**config.mk**
```make
export PLATFORM = sky130hd
export DESIGN_NAME = display_mux_scan_flat
export DESIGN_NICKNAME = d
export VERILOG_FILES = /design/src/rtl/display_mux_scan_if.sv /design/src/rtl/display_mux_scan.sv /design/src/flat_wrapper.sv
export SDC_FILE = /design/constraint.sdc
export NUM_CORES = 1
export LEC_CHECK = 0
export CORE_MARGIN = 1
export CORE_UTILIZATION = 55
export DETAILED_ROUTE_END_ITERATION = 6
export PLACE_DENSITY = 0.86
export SYNTH_ARGS = -nofsm -noshare
export SYNTH_HDL_FRONTEND = slang
export SYNTH_SLANG_ARGS = --single-unit
```
**constraint.sdc**
```tcl
create_clock -name clk -period 4.41 [get_ports clk]
set_clock_uncertainty 0.15 [all_clocks]
set_input_delay 1.1025 -clock clk [delete_from_list [all_inputs] [get_ports clk]]
set_output_delay 1.1025 -clock clk [all_outputs]
set_load 0.02 [all_outputs]
```
**src/rtl/display_mux_scan_if.sv**
```systemverilog
// Display scan bus: datapath-side controls and digit data in, board-side segment/anode pins out.
// Pure wiring; no latency and no backpressure.
interface display_mux_scan_if #(
    parameter int N_DIGITS = 4
);
    logic                    enable;
    logic                    load;
    logic [4*N_DIGITS-1:0]   digits;
    logic [N_DIGITS-1:0]     blank_mask;
    logic [6:0]              seg;
    logic [N_DIGITS-1:0]     an;
    logic                    frame_done;

    modport master (
        output enable, load, digits, blank_mask,
        input  seg, an, frame_done
    );

    modport slave (
        input  enable, load, digits, blank_mask,
        output seg, an, frame_done
    );
endinterface

```
**src/rtl/display_mux_scan.sv**
```systemverilog
// Time-multiplexed 7-segment scanner with frame-aligned shadow digit updates.
// seg/an are registered, lagging idx by one cycle; no backpressure, load is always accepted.
module display_mux_scan #(
    parameter int N_DIGITS   = 4,
    parameter int DIV        = 50000,
    parameter int ACTIVE_LOW = 1
) (
    input  logic              clk,
    input  logic              reset,
    display_mux_scan_if.slave bus
);
    localparam int                  IW       = (N_DIGITS > 1) ? $clog2(N_DIGITS) : 1;
    localparam int                  PW       = (DIV > 1) ? $clog2(DIV) : 1;
    localparam logic [IW-1:0]       IDX_LAST = IW'(N_DIGITS - 1);
    localparam logic [PW-1:0]       PRE_LAST = PW'(DIV - 1);
    localparam bit                  AL       = (ACTIVE_LOW != 0);
    localparam logic [6:0]          SEG_OFF  = {7{AL}};
    localparam logic [N_DIGITS-1:0] AN_OFF   = {N_DIGITS{AL}};

    logic [PW-1:0]           r_pre;
    logic [IW-1:0]           r_idx;
    logic [4*N_DIGITS-1:0]   r_shadow_dig;
    logic [N_DIGITS-1:0]     r_shadow_mask;
    logic [4*N_DIGITS-1:0]   r_pend_dig;
    logic [N_DIGITS-1:0]     r_pend_mask;
    logic                    r_pend_vld;
    logic [6:0]              r_seg;
    logic [N_DIGITS-1:0]     r_an;
    logic                    r_frame_done;

    logic                    w_tick;
    logic                    w_wrap;
    logic [3:0]              w_cur_dig;
    logic                    w_cur_blank;
    logic [N_DIGITS-1:0]     w_an_hot;
    logic [6:0]              w_seg_hot;

    function automatic logic [6:0] hex7(input logic [3:0] h);
        logic [6:0] s;
        s = 7'h00;
        case (h)
            4'h0: s = 7'h3F;  4'h1: s = 7'h06;  4'h2: s = 7'h5B;  4'h3: s = 7'h4F;
            4'h4: s = 7'h66;  4'h5: s = 7'h6D;  4'h6: s = 7'h7D;  4'h7: s = 7'h07;
            4'h8: s = 7'h7F;  4'h9: s = 7'h6F;  4'hA: s = 7'h77;  4'hB: s = 7'h7C;
            4'hC: s = 7'h39;  4'hD: s = 7'h5E;  4'hE: s = 7'h79;  4'hF: s = 7'h71;
            default: s = 7'h00;
        endcase
        return s;
    endfunction

    assign w_tick = bus.enable && (r_pre == PRE_LAST);
    assign w_wrap = w_tick && (r_idx == IDX_LAST);

    always_comb begin
        w_cur_dig   = 4'h0;
        w_cur_blank = 1'b0;
        w_an_hot    = '0;
        for (int i = 0; i < N_DIGITS; i++) begin
            if (r_idx == IW'(i)) begin
                w_cur_dig   = r_shadow_dig[4*i +: 4];
                w_cur_blank = r_shadow_mask[i];
                w_an_hot[i] = 1'b1;
            end
        end
        w_seg_hot = w_cur_blank ? 7'h00 : hex7(w_cur_dig);
    end

    always_ff @(posedge clk or posedge reset) begin
        if (reset) begin
            r_pre <= '0;
            r_idx <= '0;
        end else if (w_tick) begin
            r_pre <= '0;
            r_idx <= w_wrap ? '0 : r_idx + IW'(1);
        end else if (bus.enable) begin
            r_pre <= r_pre + PW'(1);
        end
    end

    // A load coinciding with the wrap goes straight to the shadow so it beats any older pending value.
    always_ff @(posedge clk or posedge reset) begin
        if (reset) begin
            r_shadow_dig  <= '0;
            r_shadow_mask <= '0;
            r_pend_dig    <= '0;
            r_pend_mask   <= '0;
            r_pend_vld    <= 1'b0;
        end else if (w_wrap && bus.load) begin
            r_shadow_dig  <= bus.digits;
            r_shadow_mask <= bus.blank_mask;
            r_pend_vld    <= 1'b0;
        end else if (w_wrap && r_pend_vld) begin
            r_shadow_dig  <= r_pend_dig;
            r_shadow_mask <= r_pend_mask;
            r_pend_vld    <= 1'b0;
        end else if (bus.load) begin
            r_pend_dig    <= bus.digits;
            r_pend_mask   <= bus.blank_mask;
            r_pend_vld    <= 1'b1;
        end
    end

    always_ff @(posedge clk or posedge reset) begin
        if (reset) begin
            r_seg        <= SEG_OFF;
            r_an         <= AN_OFF;
            r_frame_done <= 1'b0;
        end else begin
            r_frame_done <= w_wrap;
            if (bus.enable) begin
                r_seg <= w_seg_hot ^ SEG_OFF;
                r_an  <= w_an_hot ^ AN_OFF;
            end else begin
                r_seg <= SEG_OFF;
                r_an  <= AN_OFF;
            end
        end
    end

    assign bus.seg        = r_seg;
    assign bus.an         = r_an;
    assign bus.frame_done = r_frame_done;
endmodule

```
**src/flat_wrapper.sv**
```systemverilog
// flat-port wrapper written by rule: the top's interface ports become plain ports
module display_mux_scan_flat 
#(
    parameter int N_DIGITS   = 4,
    parameter int DIV        = 50000,
    parameter int ACTIVE_LOW = 1
)
  (clk, reset, bus_enable, bus_load, bus_digits, bus_blank_mask, bus_seg, bus_an, bus_frame_done);
  display_mux_scan_if #(.N_DIGITS(N_DIGITS)) bus_i ();
  input  logic clk;
  input  logic reset;
  input wire logic [$bits(bus_i.enable)-1:0] bus_enable;
  input wire logic [$bits(bus_i.load)-1:0] bus_load;
  input wire logic [$bits(bus_i.digits)-1:0] bus_digits;
  input wire logic [$bits(bus_i.blank_mask)-1:0] bus_blank_mask;
  output wire logic [$bits(bus_i.seg)-1:0] bus_seg;
  output wire logic [$bits(bus_i.an)-1:0] bus_an;
  output wire logic [$bits(bus_i.frame_done)-1:0] bus_frame_done;
  assign bus_i.enable = bus_enable;
  assign bus_i.load = bus_load;
  assign bus_i.digits = bus_digits;
  assign bus_i.blank_mask = bus_blank_mask;
  assign bus_seg = bus_i.seg;
  assign bus_an = bus_i.an;
  assign bus_frame_done = bus_i.frame_done;
  display_mux_scan #(.N_DIGITS(N_DIGITS), .DIV(DIV), .ACTIVE_LOW(ACTIVE_LOW)) u_core (.clk(clk), .reset(reset), .bus(bus_i));
endmodule
```
Word level (Yosys, flattened, before mapping) --
Memories as Yosys holds them, arrays and structs flattened. Cells that the tools add are included. Widths: inputs -> output; s select.
Word-level totals: register bits after elaboration 71, ROM bits 112, bits of input ports 24, word-level logic and storage cells 55, memories kept 1
Memory list:
- (no name shown) | words 16, bits a word 7, rd ports 1, clocked after Yosys merged registers in 0, write ports 0, RTL line display_mux_scan.sv:41 | case (h)
Cells by class: add/sub/neg operators 2, equality and inequality tests 4, mux-type cells 25, bitwise gates (word level) 4, reduce and logical (&&, ||, !) cells 9
Operator list (number):
- $mux 16 | 4
- $mux 4 | 7
- $add 16x1->16 const B | 1
- $eq 16x16->1 const B | 1
- $mux 7 | 2
- $mux 1 | 11
- $not 7->7 | 1
- $eq 2x2->1 const B | 2
- $logic_and 1x1->1 | 4
- $not 4->4 | 1
- $reduce_bool 2->1 | 2
- $reduce_and 3->1 | 1
- $reduce_bool 3->1 | 1
- $add 2x1->2 const B | 1
- $eq 2x1->1 const B | 1
- $logic_not 2->1 | 1
- $mux 2 | 1
- $not 1->1 | 2

Depth between registers and ports, before layout --
Gate-level depths: netlist of the first run. An unclocked memory read counts as a cell.
depth after elaboration 9, depth in mapped cells 11, mapped depth without buffers 10

Worst setup path before layout of the first run --
No wires, ideal clock.
kind input to register, start input port bus_enable, end register u_core.r_pend_dig[0], data arrival time 2.332 ns, required time 4.135 ns, path slack 1.803 ns, stages on the path 7, buffers on the path 2, cell sequence and4_1 > buf_2 > nand4_2 > nor3_4 > nor2_1 > buf_6 > mux2_4
Between the ends: cells in the longest elaborated chain, start to end 5
RTL lines:
- from (decl) | RTL line flat_wrapper.sv:12 | input wire logic [$bits(bus_i.enable)-1:0] bus_enable;
- $logic_and 1x1->1 (*) | RTL line display_mux_scan.sv:51 | assign w_tick = bus.enable && (r_pre == PRE_LAST);
- $logic_and 1x1->1 (*) | RTL line display_mux_scan.sv:52 | assign w_wrap = w_tick && (r_idx == IDX_LAST);
- $logic_and 1x1->1 (on tied branches) | RTL line display_mux_scan.sv:88, display_mux_scan.sv:92
- $not 1->1 (no line)
- $reduce_and 3->1 (no line) (*)
- to (signal assigned) | RTL line display_mux_scan.sv:97 | r_pend_dig <= bus.digits;
- to (decl) | RTL line display_mux_scan.sv:24 | logic [4*N_DIGITS-1:0] r_pend_dig;
Mark *: on every way between the ends. The rest lies on a longest branch, timed or not. A chain may end at the register's enable or synchronous reset.

Worst setup path after layout of the first run --
start register u_core.r_idx[0], end register u_core.r_seg[3], in the netlist u_core.bus.seg[3]
Between the ends: cells in the longest elaborated chain, start to end 9
RTL lines:
- from (decl) | RTL line display_mux_scan.sv:21 | logic [IW-1:0] r_idx;
- from (signal assigned) | RTL line display_mux_scan.sv:74 | r_idx <= w_wrap ? '0 : r_idx + IW'(1);
- $logic_not 2->1 | RTL line display_mux_scan.sv:59 | if (r_idx == IW'(i)) begin
- $mux 4 (4 in series) | RTL line display_mux_scan.sv:59
- $mem_v2 16x7
- $mux 7 (*) | RTL line display_mux_scan.sv:65 | w_seg_hot = w_cur_blank ? 7'h00 : hex7(w_cur_dig);
- $not 7->7 (no line) (*)
- $mux 7 (*) | RTL line display_mux_scan.sv:110 | if (bus.enable) begin
- to (signal assigned) | RTL line display_mux_scan.sv:111 | r_seg <= w_seg_hot ^ SEG_OFF;
- to (decl) | RTL line display_mux_scan.sv:27 | logic [6:0] r_seg;
Marks and branches as above.

==> flow_summary.json, run 1 <==
{
  "outcome": "completed",
  "num-nets-final": 370,
  "hp-class": "flip-flop to flip-flop",
  "cts.path.max_buffers": 2,
  "worst-path-buf-inv": 2,
  "synth_ff_type": "dfrtp_1",
  "layout_commonest_cell": "dfrtp_1",
  "cts_tree": "built",
  "slowest_stage": "o31ai_1",
  "crit_family": "compound AO/OA/AOI/OAI gates",
  "cp.arrival_ps": 3160,
  "p_per_area_nw_per_um2": 350,
  "antenna_cells": 0,
  "ys_types": 46,
  "start_util": 0.577,
  "grt_max_degree": 29,
  "clk_pin_slew_ps": 70,
  "layout_common_cells": "60 x dfrtp_1, 35 x clkdlybuf4s50_1, 26 x nand2_1, 21 x o22ai_1",
  "numPortBuffers": 35,
  "syn-instance-count": 297,
  "post-place-ws_ps": 1030,
  "ios": 36,
  "cts_sinks": 71,
  "cp_cell_sequence": "inv_1 -> ha_1 -> nor2b_1 -> a221oi_1 -> o31ai_1 -> inv_1 -> ha_1 -> mux2i_1 -> and3_1 -> a41oi_1",
  "maxCapViolations": 0,
  "vias_per_cell": 5.87,
  "netlist_area_um2": 3460,
  "wl_per_cell_um": 16.7,
  "die_width_um": 81.3,
  "grt_pass1_vias": 2441,
  "cp.depth": 10,
  "antenna_left": 0,
  "seq_area_frac_synth": 0.518,
  "post-route-util": 0.680,
  "cts_resized": 0,
  "dr.pass1.iters": 4,
  "row_count": 28,
  "track_usage": 0.229,
  "cp-end-kind": "flip-flop",
  "timing.final.ws_setup_ps": 1330,
  "first_iter_violations": 136,
  "ys_async_sr_fraction": 1.00,
  "wl_met3_um": 376,
  "grt_pass1_wl_um": 11200,
  "hpwlAfterDp_um": 4710,
  "drive_gt1_frac": 0.179,
  "antenna_found_initial": 0,
  "tightest_slew_ps": 899,
  "hold_viol_final": 0,
  "dieArea_um2": 6610,
  "max_freq_ghz": 0.325,
  "fin_setup_tns_ps": 0,
  "area_delta_synth_final_pct": 17.8,
  "cp.required_ps": 4490,
  "clk_latency_ps": 350,
  "reg2reg_depth": 10,
  "p_leak_nw": 1.81,
  "synth-seq-cells": 71,
  "m1WireLength_um": 3070,
  "core_um2": 5990,
  "worstPathMaxFanout": 6,
  "postCtsSetupBuffers": 0,
  "synth_edf_count": 0,
  "vdd_drop_max_v": 0.000243,
  "reg2reg_slack_ps": 1330,
  "finalCritPeriodShare": 0.698,
  "fillers": 427,
  "period_minus_slack_ps": 3080,
  "rr_startpoint": "u_core.r_idx[0]",
  "cts_max_level": 3,
  "yosys_warnings": 0,
  "min_from": "u_core.r_pre[13]",
  "die_y_um": 81.3,
  "numCtsBuffers": 9,
  "finalSetupViolations": 0,
  "cts_root_buf": "clkbuf_8",
  "finalMaxSlewViolations": 0,
  "gr-total-overflow": 0,
  "maxSlewHeadroom": 0.396,
  "drc": 0,
  "hold_end": "u_core.r_pre[13]",
  "r2r-end": "u_core.bus.seg[3]",
  "top_layer": "met4",
  "syn_nets": 332,
  "startpoint_type": "flip-flop",
  "rsz0062_at_grt": "false",
  "crit_type": "flip-flop to flip-flop",
  "place.gp.congestion": 0.858,
  "syn_area_per_cell_um2": 11.6,
  "via_count": 2436,
  "met2_length_um": 3410,
  "slowest_delay_ps": 780,
  "drt-total-wl_um": 6920,
  "hold_depth": 1,
  "cts_hold_buf": 0
}
per-layer routing:
metal / track usage / up-vias
met3: 0.0674 / 7
met2: 0.380 / 63
met5: 0 / -
met4: 0.0804 / 0
li1: - / 1157
met1: 0.283 / 1209
cell families (layout without fill, tap and decap cells):
group,count (synthesis),in the layout,synth area share
multiplexers,23,23,0.0955
buffers and inverters,28,71,0.0365
AND/OR/NAND/NOR,86,86,0.137
adder cells (fa/ha/maj),11,11,0.0398
XOR/XNOR,13,13,0.0329
flip-flops,71,71,0.518
AO/OA/AOI/OAI,65,65,0.141
cell type report:
class,instances,area (µm²),share of cell area
inverters,14,52.6,0.0129
clock buffers,10,138,0.0338
flip-flops and latches,71,1790,0.439
multi-input cells,198,1550,0.379
well taps,75,93.8,0.0230
clock inverters,6,60.1,0.0147
repair buffers,41,395,0.0970
state kept, by name (all words and copies together), names as in the netlist:
signal	flops
u_core.bus.seg	7
u_core.bus.an	4
u_core.r_shadow_mask	4
u_core.r_pre	16
u_core.r_pend_vld	1
u_core.r_idx	2
u_core.bus.frame_done	1
u_core.r_pend_mask	4
u_core.r_shadow_dig	16
u_core.r_pend_dig	16
stage by stage:
stage	power (mW)	hold slack, ps	cells	instance area [µm²]
floorplan	0.855	314	297	3460
global placement	0.906	336	399	3880
detailed placement	0.915	336	399	3880
CTS	1.43	348	415	4080
global route	1.48	361	415	4080
finish	1.42	346	415	4080
worst max-delay path by stage:
stage,to,startpoint
floorplan,u_core.bus.frame_done,reset
global placement,u_core.r_pend_dig[2],bus_enable
detailed placement,u_core.r_pend_mask[3],bus_enable
CTS,u_core.bus.seg[3],u_core.r_idx[0]
global route,u_core.bus.seg[3],u_core.r_idx[0]
finish,u_core.bus.seg[3],u_core.r_idx[0]
cell usage after synthesis, types with 2 or more instances:
| library cell | n | area share |
|---|---|---|
| dfrtp_1 | 60 | 0.43 |
| nor3b_1 | 2 | 0.0043 |
| xor2_1 | 3 | 0.0076 |
| o21ai_0 | 5 | 0.0072 |
| nand4_1 | 3 | 0.0054 |
| a21oi_1 | 4 | 0.0058 |
| and2_1 | 3 | 0.0054 |
| and3_1 | 2 | 0.0036 |
| and4_1 | 2 | 0.0051 |
| a2bb2oi_1 | 20 | 0.051 |
| ha_1 | 11 | 0.040 |
| xnor2_1 | 10 | 0.025 |
| nor2b_1 | 9 | 0.016 |
| mux2_4 | 20 | 0.087 |
| clkbuf_1 | 7 | 0.0076 |
| buf_6 | 2 | 0.0065 |
| nand3b_1 | 2 | 0.0043 |
| nand2_1 | 26 | 0.028 |
| nor4_1 | 2 | 0.0036 |
| nand3_1 | 9 | 0.013 |
| o22ai_1 | 21 | 0.038 |
| buf_2 | 5 | 0.0072 |
| o31ai_1 | 2 | 0.0043 |
| dfstp_2 | 11 | 0.084 |
| nor3_1 | 3 | 0.0043 |
| inv_1 | 14 | 0.015 |
| o221ai_1 | 3 | 0.0076 |
| a221oi_1 | 2 | 0.0051 |
| mux2i_1 | 3 | 0.0087 |
| nor2_1 | 15 | 0.016 |
worst register-to-register path, delay by kind of cell, from the launching register on:
family	cells	cell delay (ps)
DFF	1	410
AOI/OAI and AO/OA	3	950
muxes	1	160
and+or+nand+nor	2	430
buffers and inverters	2	340
adders and majority gates	2	540
report_power, final:
part           internal (mW)  switching, mW  total, mW
combinational         0.0866         0.0724      0.159
clock                  0.273          0.247      0.521
sequential             0.698         0.0469      0.745
total                   1.06          0.367       1.42
(Power assumes the default switching activity.)
==> inputs of run 2 (changes only) <==
clock period = 3.2 ns   (was 4.41 ns; I/O delays follow)
==> flow_summary.json, run 2 (synthesis results as in run 1) <==
{
  "outcome": "completed",
  "fin_setup_tns_ps": 0,
  "wl_met3_um": 317,
  "cellInternalPower_mw": 1.46,
  "clk_latency_ps": 350,
  "tightest_slew_ps": 597,
  "cts_resized": 0,
  "hold_depth": 1,
  "p_leak_nw": 1.83,
  "post-route-util": 0.685,
  "numPortBuffers": 35,
  "finalSetupViolations": 0,
  "wl_per_cell_um": 16.5,
  "worstPathMaxFanout": 9,
  "core_um2": 5990,
  "vias_per_cell": 5.86,
  "via_count": 2445,
  "die_y_um": 81.3,
  "reg_top3": "u_core.r_pend_dig: 16 flops, u_core.r_pre: 16 flops, u_core.r_shadow_dig: 16 flops",
  "timing.final.ws_setup_ps": 591,
  "hp-class": "flip-flop to flip-flop",
  "cp.depth": 11,
  "layout_commonest_cell": "dfrtp_1",
  "top_layer": "met4",
  "antenna_cells": 0,
  "cts_sinks": 71,
  "area_delta_synth_final_pct": 18.6,
  "gr-total-overflow": 0,
  "hpwlAfterDp_um": 4750,
  "worst-path-buf-inv": 3,
  "cts.path.max_buffers": 2,
  "cts_max_level": 3,
  "layout_common_cells": "60 x dfrtp_1, 35 x clkdlybuf4s50_1, 26 x nand2_1, 21 x o22ai_1",
  "grt_pass1_wl_um": 11100,
  "cp.required_ps": 3320,
  "p_sw_mw": 0.487,
  "cp_cell_sequence": "inv_1 -> ha_1 -> nor2b_1 -> a221oi_1 -> o31ai_1 -> buf_4 -> inv_1 -> ha_1 -> mux2i_1 -> and3_1 -> a41oi_1",
  "drc": 0,
  "cts_hold_buf": 0,
  "first_iter_violations": 185,
  "cp.arrival_ps": 2730,
  "p_per_area_nw_per_um2": 475,
  "cts_root_buf": "clkbuf_8",
  "pwr-share-clk": 0.361,
  "postCtsSetupBuffers": 0,
  "dieArea_um2": 6610,
  "die_width_um": 81.3,
  "reg2reg_depth": 11,
  "drt-total-wl_um": 6860,
  "cts_tree": "built",
  "startpoint_type": "flip-flop",
  "post-place-ws_ps": 295,
  "dr.pass1.iters": 4,
  "place.gp.congestion": 0.818,
  "slowest_delay_ps": 400,
  "slowest_stage": "dfrtp_1",
  "drive_gt1_frac": 0.184,
  "vdd_drop_max_v": 0.000303,
  "grt_max_degree": 48,
  "antenna_left": 0,
  "clk_pin_slew_ps": 70,
  "row_count": 28,
  "period_minus_slack_ps": 2610,
  "antenna_found_initial": 0,
  "m1WireLength_um": 3130,
  "start_util": 0.577,
  "cp-end-kind": "flip-flop",
  "numCtsBuffers": 9,
  "maxSlewHeadroom": 0.602,
  "crit_type": "flip-flop to flip-flop",
  "swShare": 0.250,
  "finalMaxSlewViolations": 0,
  "crit_family": "adder cells",
  "track_usage": 0.225,
  "ios": 36,
  "max_freq_ghz": 0.383,
  "hold_viol_final": 0,
  "rsz0062_at_grt": "false",
  "finalCritPeriodShare": 0.815,
  "power_frac_seq": 0.525,
  "num-nets-final": 372,
  "pwr-share-comb": 0.114,
  "maxCapViolations": 0,
  "met2_length_um": 3350,
  "grt_pass1_vias": 2428
}
-- run 2: cell count changes in the layout (fill, tap and decap cells not counted), sizes merged --
cell,before,now
buf,6,8
-- run 2: through the flow --
| stage | area, µm² | power (mW) | cells | hold slack, ps |
|---|---|---|---|---|
| after floorplan | 3460 | 1.18 | 297 | 314 |
| after global routing | 4100 | 2.03 | 417 | 379 |
| after global placement | 3910 | 1.25 | 401 | 333 |
| after detailed placement | 3910 | 1.26 | 401 | 346 |
| final | 4100 | 1.95 | 417 | 355 |
| after CTS | 4100 | 1.97 | 417 | 363 |
-- run 2: final timing paths --
check / start / to / slack [ps]
min: u_core.r_pre[13] / u_core.r_pre[13] / 360
max in group asynchronous: reset / u_core.bus.seg[5] / 1640
max reg2reg: u_core.r_idx[1] / u_core.bus.seg[3] / 590
min in group asynchronous: reset / u_core.r_pend_dig[15] / 620
min reg2reg: u_core.r_pre[13] / u_core.r_pre[13] / 360
max: u_core.r_idx[1] / u_core.bus.seg[3] / 590
-- run 2: power by group through the flow --
stage	logic, mW	registers [mW]	clock network [mW]
after floorplan	0.146	1.03	0
after global placement	0.216	1.04	0
after detailed placement	0.223	1.04	0
after CTS	0.224	1.02	0.723
after global routing	0.243	1.03	0.761
final	0.221	1.02	0.704
-- run 2: final cells by class --
| cell class | count | area, µm² |
|---|---|---|
| clock buffers | 10 | 138 |
| clock inverters | 6 | 60.1 |
| fillers | 408 | 1890 |
| inverters | 14 | 52.6 |
| multi-input cells | 198 | 1550 |
| flip-flops and latches | 71 | 1790 |
| well taps | 75 | 93.8 |
| repair buffers | 43 | 423 |
-- run 2: layer usage --
metal	track usage	vias to the layer above
li1	-	1162
met1	0.278	1224
met2	0.368	52
met3	0.0798	7
met4	0.0696	0
met5	0	-
-- run 2: worst reg2reg max path: cells and delay by family, from the launching register on --
family,cells,cell delay (ps)
AO/OA/AOI/OAI,3,590
buffers and inverters,3,390
adder cells (fa/ha/maj),2,590
AND/OR/NAND/NOR,2,320
multiplexers,1,100
flip-flops,1,400
==> inputs of run 3 (changes only) <==
clock period = 2.6 ns   (was 3.2 ns; I/O delays follow)
==> flow_summary.json, run 3 (synthesis results as in run 1) <==
{
  "cp.arrival_ps": 2570,
  "die_width_um": 81.3,
  "die_y_um": 81.3,
  "cts_tree": "built",
  "met1_usage": 0.305,
  "tightest_slew_ps": 518,
  "place.gp.congestion": 0.862,
  "first_iter_violations": 148,
  "vdd_drop_max_v": 0.000476,
  "pwr-share-clk": 0.409,
  "num-nets-final": 383,
  "pwr-share-comb": 0.110,
  "hpwlAfterDp_um": 5100,
  "hp-class": "flip-flop to flip-flop",
  "min_from": "u_core.r_pre[13]",
  "cp-end-kind": "flip-flop",
  "p_leak_nw": 1.92,
  "stdcell_area_um2": 4290,
  "cp.required_ps": 2700,
  "start_util": 0.577,
  "fillers": 422,
  "wl_per_cell_um": 17.7,
  "rsz0062_at_grt": "false",
  "fin_setup_tns_ps": 0,
  "period_minus_slack_ps": 2470,
  "vias_per_cell": 5.96,
  "area_delta_synth_final_pct": 23.9,
  "rr_startpoint": "u_core.r_idx[0]",
  "post-route-util": 0.715,
  "outcome": "completed",
  "drt-total-wl_um": 7580,
  "max_freq_ghz": 0.405,
  "post-place-ws_ps": -10.8,
  "crit_type": "flip-flop to flip-flop",
  "via_count": 2551,
  "grt_pass1_wl_um": 12300,
  "timing.final.ws_setup_ps": 133,
  "power_frac_seq": 0.481,
  "dr.pass1.iters": 4,
  "dp.cells": 412,
  "crit_path_start": "u_core.r_idx[0]",
  "cts.path.max_buffers": 2,
  "numPortBuffers": 35,
  "clk_pin_slew_ps": 80,
  "drive_gt1_frac": 0.224,
  "grt_pass1_vias": 2624,
  "finalSetupViolations": 0,
  "final_cells": 428,
  "layout_commonest_cell": "dfrtp_1",
  "core_um2": 5990,
  "reg_top3": "u_core.r_pend_dig: 16 flops, u_core.r_pre: 16 flops, u_core.r_shadow_dig: 16 flops",
  "reg2reg_slack_ps": 130,
  "cts_root_buf": "clkbuf_8",
  "finalCritPeriodShare": 0.949,
  "grt_max_degree": 30,
  "ios": 36,
  "antenna_left": 0,
  "swShare": 0.245,
  "gr-total-overflow": 0,
  "finalMaxSlewViolations": 0,
  "dieArea_um2": 6610,
  "cts_hold_buf": 0,
  "fin_hold_ws_ps": 366,
  "startpoint_type": "flip-flop",
  "cts_sinks": 71,
  "hold_viol_final": 0,
  "postPlaceCellArea_um2": 4010,
  "antenna_cells": 0,
  "cts_max_level": 3,
  "met2_usage": 0.423,
  "p_sw_mw": 0.644,
  "maxSlewHeadroom": 0.655,
  "row_count": 28,
  "busiest_layer": "met2",
  "drc": 0,
  "cellInternalPower_mw": 1.98,
  "maxCapViolations": 0,
  "layout_common_cells": "60 x dfrtp_1, 35 x clkdlybuf4s50_1, 26 x nand2_1, 21 x o22ai_1",
  "worstPathMaxFanout": 6,
  "total_power_mw": 2.63,
  "clk_latency_ps": 350,
  "track_usage": 0.249,
  "numCtsBuffers": 9,
  "p_per_area_nw_per_um2": 613,
  "grt_use_met3": 0.0438,
  "antenna_found_initial": 0
}
[run 3: final cells by class]
type                       count  area (µm²)  area share
clock buffer                   9         124      0.0289
tap                           75        93.8      0.0219
timing repair buffer          54         531       0.124
inverter                      14        52.6      0.0123
sequential                    71        1790       0.418
clock inverter                 7         120      0.0280
multi-input combinational    198        1570       0.367
[run 3: per-layer routing]
layer / share of wire / vias up
met5: 0 / -
met1: 0.44 / 1286
met2: 0.50 / 64
met3: 0.037 / 18
li1: - / 1183
met4: 0.024 / 0
[run 3: worst paths after layout]
kind	to	cells past startpoint
min in group asynchronous	u_core.r_pre[6]	2
min	u_core.r_pre[13]	1
max reg2reg	u_core.bus.seg[3]	11
max	u_core.bus.seg[3]	11
max in group asynchronous	u_core.bus.an[1]	3
min reg2reg	u_core.r_pre[13]	1
[run 3: power groups by stage]
| stage | logic [mW] | clock network, mW | registers (mW) |
|---|---|---|---|
| floorplan | 0.179 | 0 | 1.27 |
| global placement | 0.276 | 0 | 1.28 |
| detailed placement | 0.288 | 0 | 1.28 |
| CTS | 0.292 | 1.08 | 1.26 |
| global route | 0.314 | 1.13 | 1.27 |
| finish | 0.288 | 1.07 | 1.26 |
[run 3: critical path: stages (launching register included)]
cell and delay (ps):
dfrtp_1 410, inv_1 130, ha_2 230, nor2b_2 230
a221oi_2 90, o31ai_2 260, buf_4 190, inv_1 90
ha_4 180, mux2i_1 190, and3_1 180, a41oi_1 40
[run 3: timing repair]
action                                  CTS  global route
endpoints found under the setup margin    1             4
resized for setup                         1             5
gates cloned                              0             0
pin swaps                                 0             0
buffers inserted                          0             0
